--- src/rtl/id_pkg.sv ---
// Shared definitions for the RV32I decode stage: opcodes, immediate kinds,
// ALU operation codes, skid-buffer states and the decoded instruction bundle.
package id_pkg;

    localparam int ID_ALU_OP_W = 5;

    localparam logic [6:0] OPC_LOAD     = 7'b0000011;
    localparam logic [6:0] OPC_MISC_MEM = 7'b0001111;
    localparam logic [6:0] OPC_OP_IMM   = 7'b0010011;
    localparam logic [6:0] OPC_AUIPC    = 7'b0010111;
    localparam logic [6:0] OPC_STORE    = 7'b0100011;
    localparam logic [6:0] OPC_OP       = 7'b0110011;
    localparam logic [6:0] OPC_LUI      = 7'b0110111;
    localparam logic [6:0] OPC_BRANCH   = 7'b1100011;
    localparam logic [6:0] OPC_JALR     = 7'b1100111;
    localparam logic [6:0] OPC_JAL      = 7'b1101111;
    localparam logic [6:0] OPC_SYSTEM   = 7'b1110011;

    localparam logic [31:0] INST_ECALL  = 32'h0000_0073;
    localparam logic [31:0] INST_EBREAK = 32'h0010_0073;

    typedef enum logic [2:0] {
        IMM_I = 3'd0,
        IMM_S = 3'd1,
        IMM_B = 3'd2,
        IMM_U = 3'd3,
        IMM_J = 3'd4
    } imm_type_e;

    typedef enum logic [ID_ALU_OP_W-1:0] {
        ALU_ADD    = 5'd0,
        ALU_SUB    = 5'd1,
        ALU_SLL    = 5'd2,
        ALU_SLT    = 5'd3,
        ALU_SLTU   = 5'd4,
        ALU_XOR    = 5'd5,
        ALU_SRL    = 5'd6,
        ALU_SRA    = 5'd7,
        ALU_OR     = 5'd8,
        ALU_AND    = 5'd9,
        ALU_PASS_B = 5'd10,
        ALU_EQ     = 5'd11,
        ALU_NE     = 5'd12,
        ALU_LT     = 5'd13,
        ALU_GE     = 5'd14,
        ALU_LTU    = 5'd15,
        ALU_GEU    = 5'd16,
        ALU_MUL    = 5'd17,
        ALU_MULH   = 5'd18,
        ALU_MULHSU = 5'd19,
        ALU_MULHU  = 5'd20,
        ALU_DIV    = 5'd21,
        ALU_DIVU   = 5'd22,
        ALU_REM    = 5'd23,
        ALU_REMU   = 5'd24
    } alu_op_e;

    typedef enum logic [1:0] {
        BUF_EMPTY = 2'd0,
        BUF_ONE   = 2'd1,
        BUF_FULL  = 2'd2
    } buf_state_e;

    typedef struct packed {
        logic [4:0]  rs1;
        logic [4:0]  rs2;
        logic [4:0]  rd;
        logic [31:0] imm;
        imm_type_e   imm_type;
        logic [2:0]  funct3;
        alu_op_e     alu_op;
        logic        alu_src_imm;
        logic        alu_src_pc;
        logic        reg_write;
        logic        mem_read;
        logic        mem_write;
        logic        branch;
        logic        jump;
        logic        illegal;
    } bundle_t;

endpackage

--- src/rtl/id_decode_comb.sv ---
// Pure combinational RV32I decoder: instruction word -> decoded bundle with a
// 32-bit sign-extended immediate. Define ID_RV32M_EN to accept the M extension.
module id_decode_comb
    import id_pkg::*;
(
    input  logic [31:0] inst,
    output bundle_t     bundle
);

    logic [6:0] opcode;
    logic [2:0] f3;
    logic [6:0] f7;
    logic       illegal;
    bundle_t    d;

    assign opcode = inst[6:0];
    assign f3     = inst[14:12];
    assign f7     = inst[31:25];

    // Field extraction, control decode, immediate build; illegal encodings collapse to a bare flag.
    always_comb begin
        d          = '0;
        illegal    = 1'b0;
        d.rs1      = inst[19:15];
        d.rs2      = inst[24:20];
        d.rd       = inst[11:7];
        d.funct3   = f3;
        d.alu_op   = ALU_ADD;
        d.imm_type = IMM_I;
        case (opcode)
            OPC_LUI: begin
                d.imm_type    = IMM_U;
                d.alu_op      = ALU_PASS_B;
                d.alu_src_imm = 1'b1;
                d.reg_write   = 1'b1;
            end
            OPC_AUIPC: begin
                d.imm_type    = IMM_U;
                d.alu_src_imm = 1'b1;
                d.alu_src_pc  = 1'b1;
                d.reg_write   = 1'b1;
            end
            OPC_JAL: begin
                d.imm_type    = IMM_J;
                d.alu_src_imm = 1'b1;
                d.alu_src_pc  = 1'b1;
                d.reg_write   = 1'b1;
                d.jump        = 1'b1;
            end
            OPC_JALR: begin
                illegal       = (f3 != 3'b000);
                d.alu_src_imm = 1'b1;
                d.alu_src_pc  = 1'b1;
                d.reg_write   = 1'b1;
                d.jump        = 1'b1;
            end
            OPC_BRANCH: begin
                d.imm_type = IMM_B;
                d.branch   = 1'b1;
                case (f3)
                    3'b000:  d.alu_op = ALU_EQ;
                    3'b001:  d.alu_op = ALU_NE;
                    3'b100:  d.alu_op = ALU_LT;
                    3'b101:  d.alu_op = ALU_GE;
                    3'b110:  d.alu_op = ALU_LTU;
                    3'b111:  d.alu_op = ALU_GEU;
                    default: illegal  = 1'b1;
                endcase
            end
            OPC_LOAD: begin
                illegal       = (f3 == 3'b011) || (f3 == 3'b110) || (f3 == 3'b111);
                d.alu_src_imm = 1'b1;
                d.mem_read    = 1'b1;
                d.reg_write   = 1'b1;
            end
            OPC_STORE: begin
                illegal       = (f3 > 3'b010);
                d.imm_type    = IMM_S;
                d.alu_src_imm = 1'b1;
                d.mem_write   = 1'b1;
            end
            OPC_OP_IMM: begin
                d.alu_src_imm = 1'b1;
                d.reg_write   = 1'b1;
                case (f3)
                    3'b000: d.alu_op = ALU_ADD;
                    3'b010: d.alu_op = ALU_SLT;
                    3'b011: d.alu_op = ALU_SLTU;
                    3'b100: d.alu_op = ALU_XOR;
                    3'b110: d.alu_op = ALU_OR;
                    3'b111: d.alu_op = ALU_AND;
                    3'b001: begin
                        d.alu_op = ALU_SLL;
                        illegal  = (f7 != 7'b0000000);
                    end
                    default: begin
                        if (f7 == 7'b0000000)      d.alu_op = ALU_SRL;
                        else if (f7 == 7'b0100000) d.alu_op = ALU_SRA;
                        else                       illegal  = 1'b1;
                    end
                endcase
            end
            OPC_OP: begin
                d.reg_write = 1'b1;
                case (f7)
                    7'b0000000: begin
                        case (f3)
                            3'b000:  d.alu_op = ALU_ADD;
                            3'b001:  d.alu_op = ALU_SLL;
                            3'b010:  d.alu_op = ALU_SLT;
                            3'b011:  d.alu_op = ALU_SLTU;
                            3'b100:  d.alu_op = ALU_XOR;
                            3'b101:  d.alu_op = ALU_SRL;
                            3'b110:  d.alu_op = ALU_OR;
                            default: d.alu_op = ALU_AND;
                        endcase
                    end
                    7'b0100000: begin
                        if (f3 == 3'b000)      d.alu_op = ALU_SUB;
                        else if (f3 == 3'b101) d.alu_op = ALU_SRA;
                        else                   illegal  = 1'b1;
                    end
`ifdef ID_RV32M_EN
                    7'b0000001: begin
                        case (f3)
                            3'b000:  d.alu_op = ALU_MUL;
                            3'b001:  d.alu_op = ALU_MULH;
                            3'b010:  d.alu_op = ALU_MULHSU;
                            3'b011:  d.alu_op = ALU_MULHU;
                            3'b100:  d.alu_op = ALU_DIV;
                            3'b101:  d.alu_op = ALU_DIVU;
                            3'b110:  d.alu_op = ALU_REM;
                            default: d.alu_op = ALU_REMU;
                        endcase
                    end
`else
                    7'b0000001: illegal = 1'b1;
`endif
                    default: illegal = 1'b1;
                endcase
            end
            OPC_MISC_MEM: illegal = (f3 != 3'b000);
            OPC_SYSTEM:   illegal = (inst != INST_ECALL) && (inst != INST_EBREAK);
            default:      illegal = 1'b1;
        endcase
        if (inst[1:0] != 2'b11) begin
            illegal = 1'b1;
        end
        if (!d.reg_write) begin
            d.rd = 5'd0;
        end
        case (d.imm_type)
            IMM_I:   d.imm = {{20{inst[31]}}, inst[31:20]};
            IMM_S:   d.imm = {{20{inst[31]}}, inst[31:25], inst[11:7]};
            IMM_B:   d.imm = {{19{inst[31]}}, inst[31], inst[7], inst[30:25], inst[11:8], 1'b0};
            IMM_U:   d.imm = {inst[31:12], 12'b0};
            IMM_J:   d.imm = {{11{inst[31]}}, inst[31], inst[19:12], inst[20], inst[30:21], 1'b0};
            default: d.imm = 32'd0;
        endcase
        if (illegal) begin
            d         = '0;
            d.illegal = 1'b1;
        end
    end

    assign bundle = d;

endmodule

--- src/rtl/id_decode_stage.sv ---
// Registered RV32I decode stage with a two-entry skid buffer between fetch and
// execute. M-extension decode is enabled by defining ID_RV32M_EN.
module id_decode_stage
    import id_pkg::*;
#(
    parameter int XLEN     = 32,
    parameter int ALU_OP_W = 5
) (
    input  logic                clk,
    input  logic                rst,
    input  logic                flush,
    input  logic                in_valid,
    output logic                in_ready,
    input  logic [31:0]         in_inst,
    input  logic [XLEN-1:0]     in_pc,
    output logic                out_valid,
    input  logic                out_ready,
    output logic [XLEN-1:0]     out_pc,
    output logic [4:0]          out_rs1_addr,
    output logic [4:0]          out_rs2_addr,
    output logic [4:0]          out_rd_addr,
    output logic [XLEN-1:0]     out_imm,
    output logic [2:0]          out_imm_type,
    output logic [2:0]          out_funct3,
    output logic [ALU_OP_W-1:0] out_alu_op,
    output logic                out_alu_src_imm,
    output logic                out_alu_src_pc,
    output logic                out_reg_write,
    output logic                out_mem_read,
    output logic                out_mem_write,
    output logic                out_branch,
    output logic                out_jump,
    output logic                out_illegal
);

    bundle_t          dec_bundle;
    buf_state_e       state_q, state_d;
    bundle_t          main_q, main_d, skid_q, skid_d;
    logic [XLEN-1:0]  main_pc_q, main_pc_d, skid_pc_q, skid_pc_d;
    logic             in_ready_q, in_ready_d;
    logic             out_valid_q, out_valid_d;
    logic             accept;
    logic signed [31:0] imm_s;

    id_decode_comb u_decode (
        .inst   (in_inst),
        .bundle (dec_bundle)
    );

    assign accept = in_valid && in_ready_q && !flush;

    // Next-state for the skid buffer: main entry is what execute sees, skid catches one stalled accept.
    always_comb begin
        state_d   = state_q;
        main_d    = main_q;
        main_pc_d = main_pc_q;
        skid_d    = skid_q;
        skid_pc_d = skid_pc_q;
        case (state_q)
            BUF_EMPTY: begin
                if (accept) begin
                    main_d    = dec_bundle;
                    main_pc_d = in_pc;
                    state_d   = BUF_ONE;
                end
            end
            BUF_ONE: begin
                if (accept && out_ready) begin
                    main_d    = dec_bundle;
                    main_pc_d = in_pc;
                end else if (accept) begin
                    skid_d    = dec_bundle;
                    skid_pc_d = in_pc;
                    state_d   = BUF_FULL;
                end else if (out_ready) begin
                    state_d   = BUF_EMPTY;
                end
            end
            BUF_FULL: begin
                if (out_ready) begin
                    main_d    = skid_q;
                    main_pc_d = skid_pc_q;
                    state_d   = BUF_ONE;
                end
            end
            default: state_d = BUF_EMPTY;
        endcase
        if (flush) begin
            state_d = BUF_EMPTY;
        end
        in_ready_d  = (state_d != BUF_FULL);
        out_valid_d = (state_d != BUF_EMPTY);
    end

    // All stage state, with synchronous reset clearing the payload and handshake flags.
    always_ff @(posedge clk) begin
        if (rst) begin
            state_q     <= BUF_EMPTY;
            main_q      <= '0;
            main_pc_q   <= '0;
            skid_q      <= '0;
            skid_pc_q   <= '0;
            in_ready_q  <= 1'b0;
            out_valid_q <= 1'b0;
        end else begin
            state_q     <= state_d;
            main_q      <= main_d;
            main_pc_q   <= main_pc_d;
            skid_q      <= skid_d;
            skid_pc_q   <= skid_pc_d;
            in_ready_q  <= in_ready_d;
            out_valid_q <= out_valid_d;
        end
    end

    assign imm_s           = main_q.imm;
    assign in_ready        = in_ready_q;
    assign out_valid       = out_valid_q;
    assign out_pc          = main_pc_q;
    assign out_rs1_addr    = main_q.rs1;
    assign out_rs2_addr    = main_q.rs2;
    assign out_rd_addr     = main_q.rd;
    assign out_imm         = XLEN'(imm_s);
    assign out_imm_type    = main_q.imm_type;
    assign out_funct3      = main_q.funct3;
    assign out_alu_op      = ALU_OP_W'(main_q.alu_op);
    assign out_alu_src_imm = main_q.alu_src_imm;
    assign out_alu_src_pc  = main_q.alu_src_pc;
    assign out_reg_write   = main_q.reg_write;
    assign out_mem_read    = main_q.mem_read;
    assign out_mem_write   = main_q.mem_write;
    assign out_branch      = main_q.branch;
    assign out_jump        = main_q.jump;
    assign out_illegal     = main_q.illegal;

endmodule
--- config.mk ---
export PLATFORM = sky130hd
export DESIGN_NAME = id_decode_stage
export DESIGN_NICKNAME = d
export VERILOG_FILES = /design/src/rtl/id_pkg.sv /design/src/rtl/id_decode_comb.sv /design/src/rtl/id_decode_stage.sv
export SDC_FILE = /design/constraint.sdc
export NUM_CORES = 1
export LEC_CHECK = 0
export CAP_MARGIN = 40
export CORE_MARGIN = 2
export CORE_UTILIZATION = 47
export CTS_BUF_LIST = sky130_fd_sc_hd__clkbuf_8
export DETAILED_ROUTE_END_ITERATION = 16
export GPL_TIMING_DRIVEN = 0
export PLACE_DENSITY = 0.71
export SLEW_MARGIN = 25
export SYNTH_ARGS = -nofsm -noshare
export SYNTH_HDL_FRONTEND = slang
export SYNTH_SLANG_ARGS = --single-unit
--- constraint.sdc ---
create_clock -name clk -period 2.6 [get_ports clk]
set_input_delay 0.52 -clock clk [delete_from_list [all_inputs] [get_ports clk]]
set_output_delay 0.52 -clock clk [all_outputs]
set_load 0.01 [all_outputs]
Word level (Yosys, flattened, before mapping)
Cells that the tools add are included.
{"block": "totals", "register_bits": 200, "in_bits": 69, "out_inout_bits": 100, "word_cells": 139}
{"block": "op_classes", "magnitude_cmp": 1, "eq_ne": 32, "n_mux": 44, "bitwise": 1, "n_reduce_logical": 26}
{"cell": "66-bit two-way mux", "n": 4}
{"cell": "66-bit case mux with 3 select lines", "n": 1}
{"cell": "32-bit case mux with 5 select lines", "n": 1}
{"cell": "32-bit two-way mux", "n": 3}
{"cell": "32-bit case mux with 3 select lines", "n": 1}
{"cell": "5-bit case mux with 7 select lines", "n": 1}
{"cell": "32-bit by 21-bit != test with 1-bit output (second input constant)", "n": 1}
{"cell": "32-bit by 7-bit != test with 1-bit output (second input constant)", "n": 1}
{"cell": "5-bit case mux with 6 select lines", "n": 1}
{"cell": "7-bit by 6-bit equality test with 1-bit output (second input constant)", "n": 4}
{"cell": "7-bit equality test (second input constant)", "n": 4}
{"cell": "4-bit case mux with 7 select lines", "n": 1}
{"cell": "5-bit case mux with 4 select lines", "n": 1}
{"cell": "3-bit equality test (second input constant)", "n": 5}
{"cell": "7-bit by 5-bit equality test with 1-bit output (second input constant)", "n": 2}
{"cell": "7-bit OR reduction", "n": 2}
{"cell": "1-bit two-way mux", "n": 13}
{"cell": "3-bit by 2-bit equality test with 1-bit output (second input constant)", "n": 4}
{"cell": "2-bit two-way mux", "n": 6}
{"cell": "3-bit case mux with 4 select lines", "n": 1}
{"cell": "6-bit OR reduction", "n": 2}
{"cell": "5-bit two-way mux", "n": 2}
{"cell": "2-bit != test (second input constant)", "n": 5}
{"cell": "5-bit case mux with 2 select lines", "n": 1}
{"cell": "24 further kinds", "n": 37}

Logic depth before layout (Yosys ltp)
Gate-level depths: netlist of the first run.
{"block": "logic_depth", "depth_word": 9, "ltp_mapped": 9}

Cells and area by module
From an unflattened synthesis of the first run, not the netlist that was laid out.
{"block": "unflattened", "hier_cells": 1112, "area_unflattened_um2": 9208.8}
{"module": "id_decode_stage", "n_inst": 1, "cells_each": 884, "area_each_um2": 7781.2, "seq_area_each_um2": 4003.8}
{"module": "id_decode_comb", "n_inst": 1, "cells_each": 228, "area_each_um2": 1427.6, "seq_area_each_um2": 0.0}

Worst setup path after synthesis of the first run
No wires, ideal clock.
{"block": "synth_path", "kind": "input to register", "start": "input in_inst[5]", "end": "register skid_q[51] in the netlist's numbering", "setup_time_ps": 117, "arrival_time_ps": 2214, "required_time_ps": 2483, "slack_ps": 269, "cell_stages": 9, "path_cell_list": "buf_2 or3b_1 o21a_1 o31ai_1 nor3b_2 buf_2 and4_1 clkbuf_1 a22o_1"}
{"block": "synth_between", "elab_chain_len": 5, "word_cells_on_any_way": 22}
{"element": "from (decl)", "line": "id_decode_stage.sv:14", "rtl": "input logic [31:0] in_inst,"}
{"element": "32-bit by 7-bit != test with 1-bit output (tied with other cells)", "line": "id_decode_comb.sv:143", "rtl": "OPC_SYSTEM: illegal = (inst != INST_ECALL) && (inst != INST_EBREAK);"}
{"element": "1-bit logical AND (tied with other cells)", "line": "id_decode_comb.sv:143"}
{"element": "1-bit case mux with 8 select lines or 1-bit two-way mux (tied branches)", "line": "id_decode_comb.sv:30", "rtl": "case (opcode)"}
{"element": "1-bit two-way mux or 5-bit two-way mux (tied branches)", "line": "id_decode_comb.sv:146, id_decode_comb.sv:149"}
{"element": "66-bit two-way mux *", "line": "id_decode_comb.sv:160", "rtl": "if (illegal) begin"}
{"element": "to (signal assigned)", "line": "id_decode_stage.sv:109", "rtl": "skid_q <= skid_d;"}
{"element": "to (decl)", "line": "id_decode_stage.sv:38", "rtl": "bundle_t main_q, main_d, skid_q, skid_d;"}
Mark *: on every way between the ends. The rest lies on a longest branch, timed or not.
A chain may end at the register's enable or synchronous reset.

Final worst setup path of the first run
{"block": "layout_path", "start": "input in_inst[29]", "end": "register skid_q[9] in the netlist's numbering"}
{"block": "layout_between", "elab_chain_len": 7, "word_cells_on_any_way": 18}
{"element": "7-bit by 6-bit equality test with 1-bit output", "line": "id_decode_comb.sv:98, id_decode_comb.sv:105"}
{"element": "1-bit two-way mux", "line": "id_decode_comb.sv:98", "rtl": "else if (f7 == 7'b0100000) d.alu_op = ALU_SRA;"}
{"element": "1-bit two-way mux", "line": "id_decode_comb.sv:97", "rtl": "if (f7 == 7'b0000000) d.alu_op = ALU_SRL;"}
{"element": "1-bit case mux with 2 select lines", "line": "id_decode_comb.sv:85", "rtl": "case (f3)"}
{"element": "1-bit case mux with 8 select lines", "line": "id_decode_comb.sv:30"}
{"element": "1-bit two-way mux", "line": "id_decode_comb.sv:146", "rtl": "if (inst[1:0] != 2'b11) begin"}
{"element": "66-bit two-way mux *", "line": "id_decode_comb.sv:160"}
Marked as above.

==> flow_summary.ini, run 1 <==
[cts]
htree_levels = 4
clk_pin_slew_ns = 0.11
clk_path_buf_depth = 2
hold_buffers = 0
cts_made_buffers = 17
cts_tree = done
clkSinkCount = 200
clock_latency_ns = 0.48
root_buffer = clkbuf_8

[layout]
layout.cells.non_filler = 1522
fin_nets = 1349
n_antenna_cell = 0
multiInputGateArea_um2 = 4240
drive_gt1_share_pct = 9.36
seqCellArea_um2 = 4000
area_growth_pct = 30.7
fillers = 1650

[yosys]
synth-seq-cells = 200
synth_flop_cell = dfxtp_1
synth-warning-count = 0
ys_top_cells_by_count = nand2_1, dfxtp_1, a21oi_1
synth_cells = 1085
synth_async_sr_flop_share_pct = 0
syn-num-nets = 1154
netlist_area_um2 = 8580
yosys.area.top_type = dfxtp_1
synth-edff-count = 0
synth_top_area_share_pct = 46.7
yosysSeqAreaShare_pct = 46.7
yosys-top-cells-area = dfxtp_1, a21oi_1, nand2_1
syn_avg_cell_area_um2 = 7.91
synth.most_common_cell = nand2_1
yosys.cell_types.count = 57

[placed_design]
placedCellCount = 1481
gp_congestion = 0.916
dp_hpwl_um = 20300
port_buffers = 167

[global_routing]
gr-usage-all-layers_pct = 28.6
grt_max_degree = 20
grt_pass1_wl_um = 44400
grt_pass1_vias = 8245
overflow = 0
antenna_found_initial = 0

[sta]
clock_skew_ns = 0.0120
fin_crit_sh_pct = 99.8
finalCriticalPeriod_ns = 2.59
grt_setup_unrepaired = yes
holdWs_ns = 0.383
clock.fmax_ghz = 0.385
setup_viol = 0
relSlewSlack_pct = 52.1
final_max_slew_viol_count = 0
final-hold-violation-count = 0
tightest_slew_ns = 0.718

[die]
io_pins = 169
initial_utilization_pct = 47.8
die_w_um = 139
chipHeight_um = 139
rows = 49
core_area_um2 = 18000
die_area_um2 = 19400

[worst_setup_path]
cp-end-kind = register
ff2ff_setup_slack_ns = 0.23
crit_required_ns = 3.00
critPathMaxStageDelay_ns = 0.55
slowest_stage = clkdlybuf4s50_1
path_cells = clkdlybuf4s50_1 -> nor3_2 -> nand2_2 -> or3_4 -> a41oi_4 -> buf_4 -> buf_2 -> o2111ai_1 -> a21oi_1
arrival_ns = 3.00
startpoint_type = primary input
critPathMaxFanout = 10
critPathKind = in2reg

[route]
wl_per_cell_um = 18.7
viasPerCell = 5.85
ant_nets = 0
first_pass_iters = 5
num_vias = 8903
drc = 0
totalWireLength_um = 28500
drtIter0Drc = 651

[power]
p_int_mw = 4.30
ir_drop_v = 0.000449
p_comb_share_pct = 13.2
clkPwrFrac_pct = 33.6
seqPwrFrac_pct = 53.2
power_density_nw_per_um2 = 534
p_sw_share_pct = 28.2
leakagePower_nw = 4.11
switchingPower_mw = 1.69

[status]
status = complete, no violations

[job]
maxCapViolCount = 0

[min_path]
hold_class = in2reg
[layout by cell type (no fill, tap or decap), drive strengths merged, types with 12 or more instances in the layout]
| master | Yosys | routed |
|---|---|---|
| nor3 | 21 | 21 |
| a21oi | 164 | 164 |
| nand4 | 25 | 25 |
| nor2 | 75 | 75 |
| nand2 | 214 | 214 |
| a311oi | 34 | 34 |
| a22o | 27 | 27 |
| a211o | 14 | 14 |
| clkbuf | 75 | 95 |
| inv | 6 | 12 |
| o21ai | 86 | 86 |
| clkdlybuf4s50 | 0 | 155 |
| dlymetal6s2s | 0 | 12 |
| dfxtp | 200 | 200 |
| buf | 27 | 33 |
| nand4b | 12 | 12 |
[registers in the layout, summed over array words and instances, names as in the netlist, 5 cells and up]
register / cells
out_rd_addr: 5
out_alu_op: 5
out_imm: 32
out_pc: 32
skid_pc_q: 32
out_rs2_addr: 5
skid_q: 66
out_rs1_addr: 5
[area by class of cell]
class	instances	area share, %
inverters	6	0.201
clock buffers	17	2.09
multi-input cells	777	37.8
flip-flops and latches	200	35.7
clock inverters	15	1.47
repair buffers	179	15.9
well taps	229	2.55
plain buffers	99	4.28
[metal layers]
| layer | part of all wire, % | vias to the layer above | track usage, % | wire (um) |
|---|---|---|---|---|
| met5 | 0 | - | 0 | 0 |
| met4 | 2.5 | 0 | 9.20 | 713 |
| met3 | 8.6 | 68 | 6.46 | 2440 |
| met2 | 46 | 393 | 46.4 | 13100 |
| met1 | 43 | 4172 | 38.1 | 12300 |
| li1 | - | 4270 | - | - |
[power groups by stage]
stage / Clock, mW / Sequential (mW) / Combinational (mW)
after floorplan: 0 / 3.29 / 0.310
after global placement: 0 / 3.26 / 0.755
after detailed placement: 0 / 3.26 / 0.757
after CTS: 2.03 / 3.19 / 0.767
after global routing: 2.18 / 3.20 / 0.848
final: 2.01 / 3.19 / 0.789
[path summary, 6_finish.rpt]
path | from | to | cells past startpoint
hold reg to reg | skid_q[25] | skid_q[25] | 2
setup / recovery | in_inst[29] | skid_q[9] | 9
setup reg to reg | state_q[1] | out_rs1_addr[4] | 6
hold / removal | in_inst[27] | skid_q[26] | 3
[logic make-up (layout without fill, tap and decap cells)]
kind of cell	after synthesis	in the layout	synth area share, %
buf+inv	108	316	5.03
simple gates	401	401	21.4
xor+xnor	1	1	0.102
flops	200	200	46.7
compound gates	373	373	26.6
mux	2	2	0.233
[metrics by stage]
stage               instance area (um^2)  TNS, ns  worst slack (ns)  utilization, %  total power [mW]
CTS                                11000        0           0.00364            61.3              5.99
global placement                   10500  -121.76            -0.893            58.7              4.01
finish                             11200        0           0.00591            62.5              5.99
floorplan                           8580        0             0.269               -              3.60
detailed placement                 10500  -121.93            -0.873            58.7              4.01
global route                       11200   -0.163           -0.0253            62.5              6.22
[repair_timing]
item / CTS / global route
setup buffers: 3 / 7
setup endpoints to repair: 150 / 153
cloned: 0 / 2
pin swaps: 2 / 6
resized for setup: 19 / 78
[critical path: cells and delay by family]
kind / cells / cell delay [ns]
simple gates: 3 / 0.84
buf+inv: 3 / 0.94
compound gates: 3 / 0.68
Power figures use the tool's default switching activity.
==> run 2: changes to the inputs <==
- GPL_TIMING_DRIVEN: 0 -> unset
- clock period: 2.6 -> 3 ns (I/O delays scaled with it)
==> run 2 against run 1 <==
Net effect:
- core utilization rose by 1.3 points
- sequential power fell by 13%
- cell count fell by 1.1%
- via count fell by 3.0%
- global-route usage fell by 2.0 points
- register-to-register slack improved by 0.64 ns
- die area did not move
- flip-flop and latch count did not move
- first-iteration DRC count fell by 7.1%
- total power fell by 12%
- worst setup slack improved by 0.36 ns
- critical endpoint is now out_alu_op[1]
- largest power group unchanged
- highest routed layer unchanged
==> flow_summary.ini, run 2 (synthesized netlist as in run 1, its figures left out) <==
[status]
status = complete, no violations

[route]
wl_per_cell_um = 17.6
drc = 0
ant_nets = 0
first_pass_iters = 5
totalWireLength_um = 26500
num_vias = 8636
viasPerCell = 5.73
drtIter0Drc = 605

[sta]
tns_ns = 0
layout_setup_ws_ns = 0.361
clock_skew_ns = 0.0120
setup_viol = 0
clock.fmax_ghz = 0.379
fin_crit_sh_pct = 88.0
grt_setup_unrepaired = no
tightest_slew_ns = 0.794
final_max_slew_viol_count = 0
relSlewSlack_pct = 46.8
final-hold-violation-count = 0
finalCriticalPeriod_ns = 2.64

[min_path]
hold_class = reg2reg

[worst_setup_path]
slowest_stage = clkdlybuf4s50_1
critPathKind = in2reg
crit_top_cell = buf_4
arrival_ns = 3.03
critPathMaxStageDelay_ns = 0.48
cp-end-kind = register
critPathMaxFanout = 8
startpoint_type = primary input
path_cells = clkdlybuf4s50_1 -> nor4_1 -> buf_4 -> nand3_1 -> or3_1 -> a41oi_2 -> buf_4 -> o2111ai_1 -> a311oi_1
crit_required_ns = 3.39

[cts]
clk_path_buf_depth = 2
cts_setup_buffers = 0
cts_made_buffers = 17
hold_buffers = 0
htree_levels = 4
root_buffer = clkbuf_8
ctsResizeCount = 0
clkSinkCount = 200
clk_pin_slew_ns = 0.11
clock_latency_ns = 0.48
cts_tree = done

[power]
leakagePower_nw = 4.18
power_density_nw_per_um2 = 462
ir_drop_v = 0.000270

[job]
maxCapViolCount = 0

[global_routing]
gr-usage-all-layers_pct = 26.6
grt_max_degree = 85
overflow = 0
grt_pass1_wl_um = 41900
grt_pass1_vias = 7941
antenna_found_initial = 0

[placed_design]
gp_congestion = 0.885
dp_slack_ns = -0.117
port_buffers = 168
dp_hpwl_um = 18100

[layout]
regMostFlops = skid_q
area_growth_pct = 33.4
fin_util_pct = 63.8
n_antenna_cell = 0
fin_nets = 1333
final_common_cell = nand2_1
most-common-layout-cells = nand2_1, dfxtp_1, clkdlybuf4s50_1
largest_reg_flops = 66
drive_gt1_share_pct = 11.7

[die]
rows = 49
chipHeight_um = 139
die_w_um = 139
die_area_um2 = 19400
core_area_um2 = 18000
initial_utilization_pct = 47.8
io_pins = 169
## run 2: per-stage QoR
stage / instances / instance area [um^2] / total power [mW] / hold WS [ns]
CTS: 1504 / 11400 / 5.32 / 0.457
finish: 1506 / 11500 / 5.29 / 0.455
global route: 1506 / 11500 / 5.49 / 0.474
detailed placement: 1472 / 11000 / 3.53 / 0.441
floorplan: 1085 / 8580 / 3.12 / 0.426
global placement: 1471 / 11000 / 3.52 / 0.433
## run 2: path summary, 6_finish.rpt
check / startpoint / to / slack [ns] / cells after the start
worst min-delay path: skid_q[43] / skid_q[43] / 0.45 / 2
worst max-delay path: in_inst[7] / out_alu_op[1] / 0.36 / 9
worst min register to register: skid_q[43] / skid_q[43] / 0.45 / 2
worst max register to register: state_q[0] / skid_q[27] / 0.87 / 6
## run 2: layer usage
metal	vias up	share of wire [%]	global-route usage, %	wire [um]
li1	4229	-	-	-
met1	4043	45	36.0	11800
met2	324	47	43.6	12400
met3	40	5.9	4.01	1570
met4	0	2.5	9.20	673
met5	-	0	0	0
## run 2: final cells by class
type | count | area, um^2
fill | 1576 | 6510
multi-input combinational | 777 | 4190
sequential | 200 | 4000
timing repair buffer | 262 | 2530
tap | 229 | 287
clock buffer | 17 | 234
clock inverter | 15 | 185
inverter | 6 | 22.5
## run 2: power breakdown
group | switching, mW | internal, mW | total [mW]
registers | 0.0393 | 2.72 | 2.76
logic | 0.358 | 0.355 | 0.713
clock network | 1.04 | 0.776 | 1.81
total | 1.43 | 3.85 | 5.29
## run 2: worst max-delay path: cells and delay by family
family                 cells  cell delay, ns
and+or+nand+nor            3            0.78
buffers and inverters      3            0.86
AOI/OAI and AO/OA          3            0.77
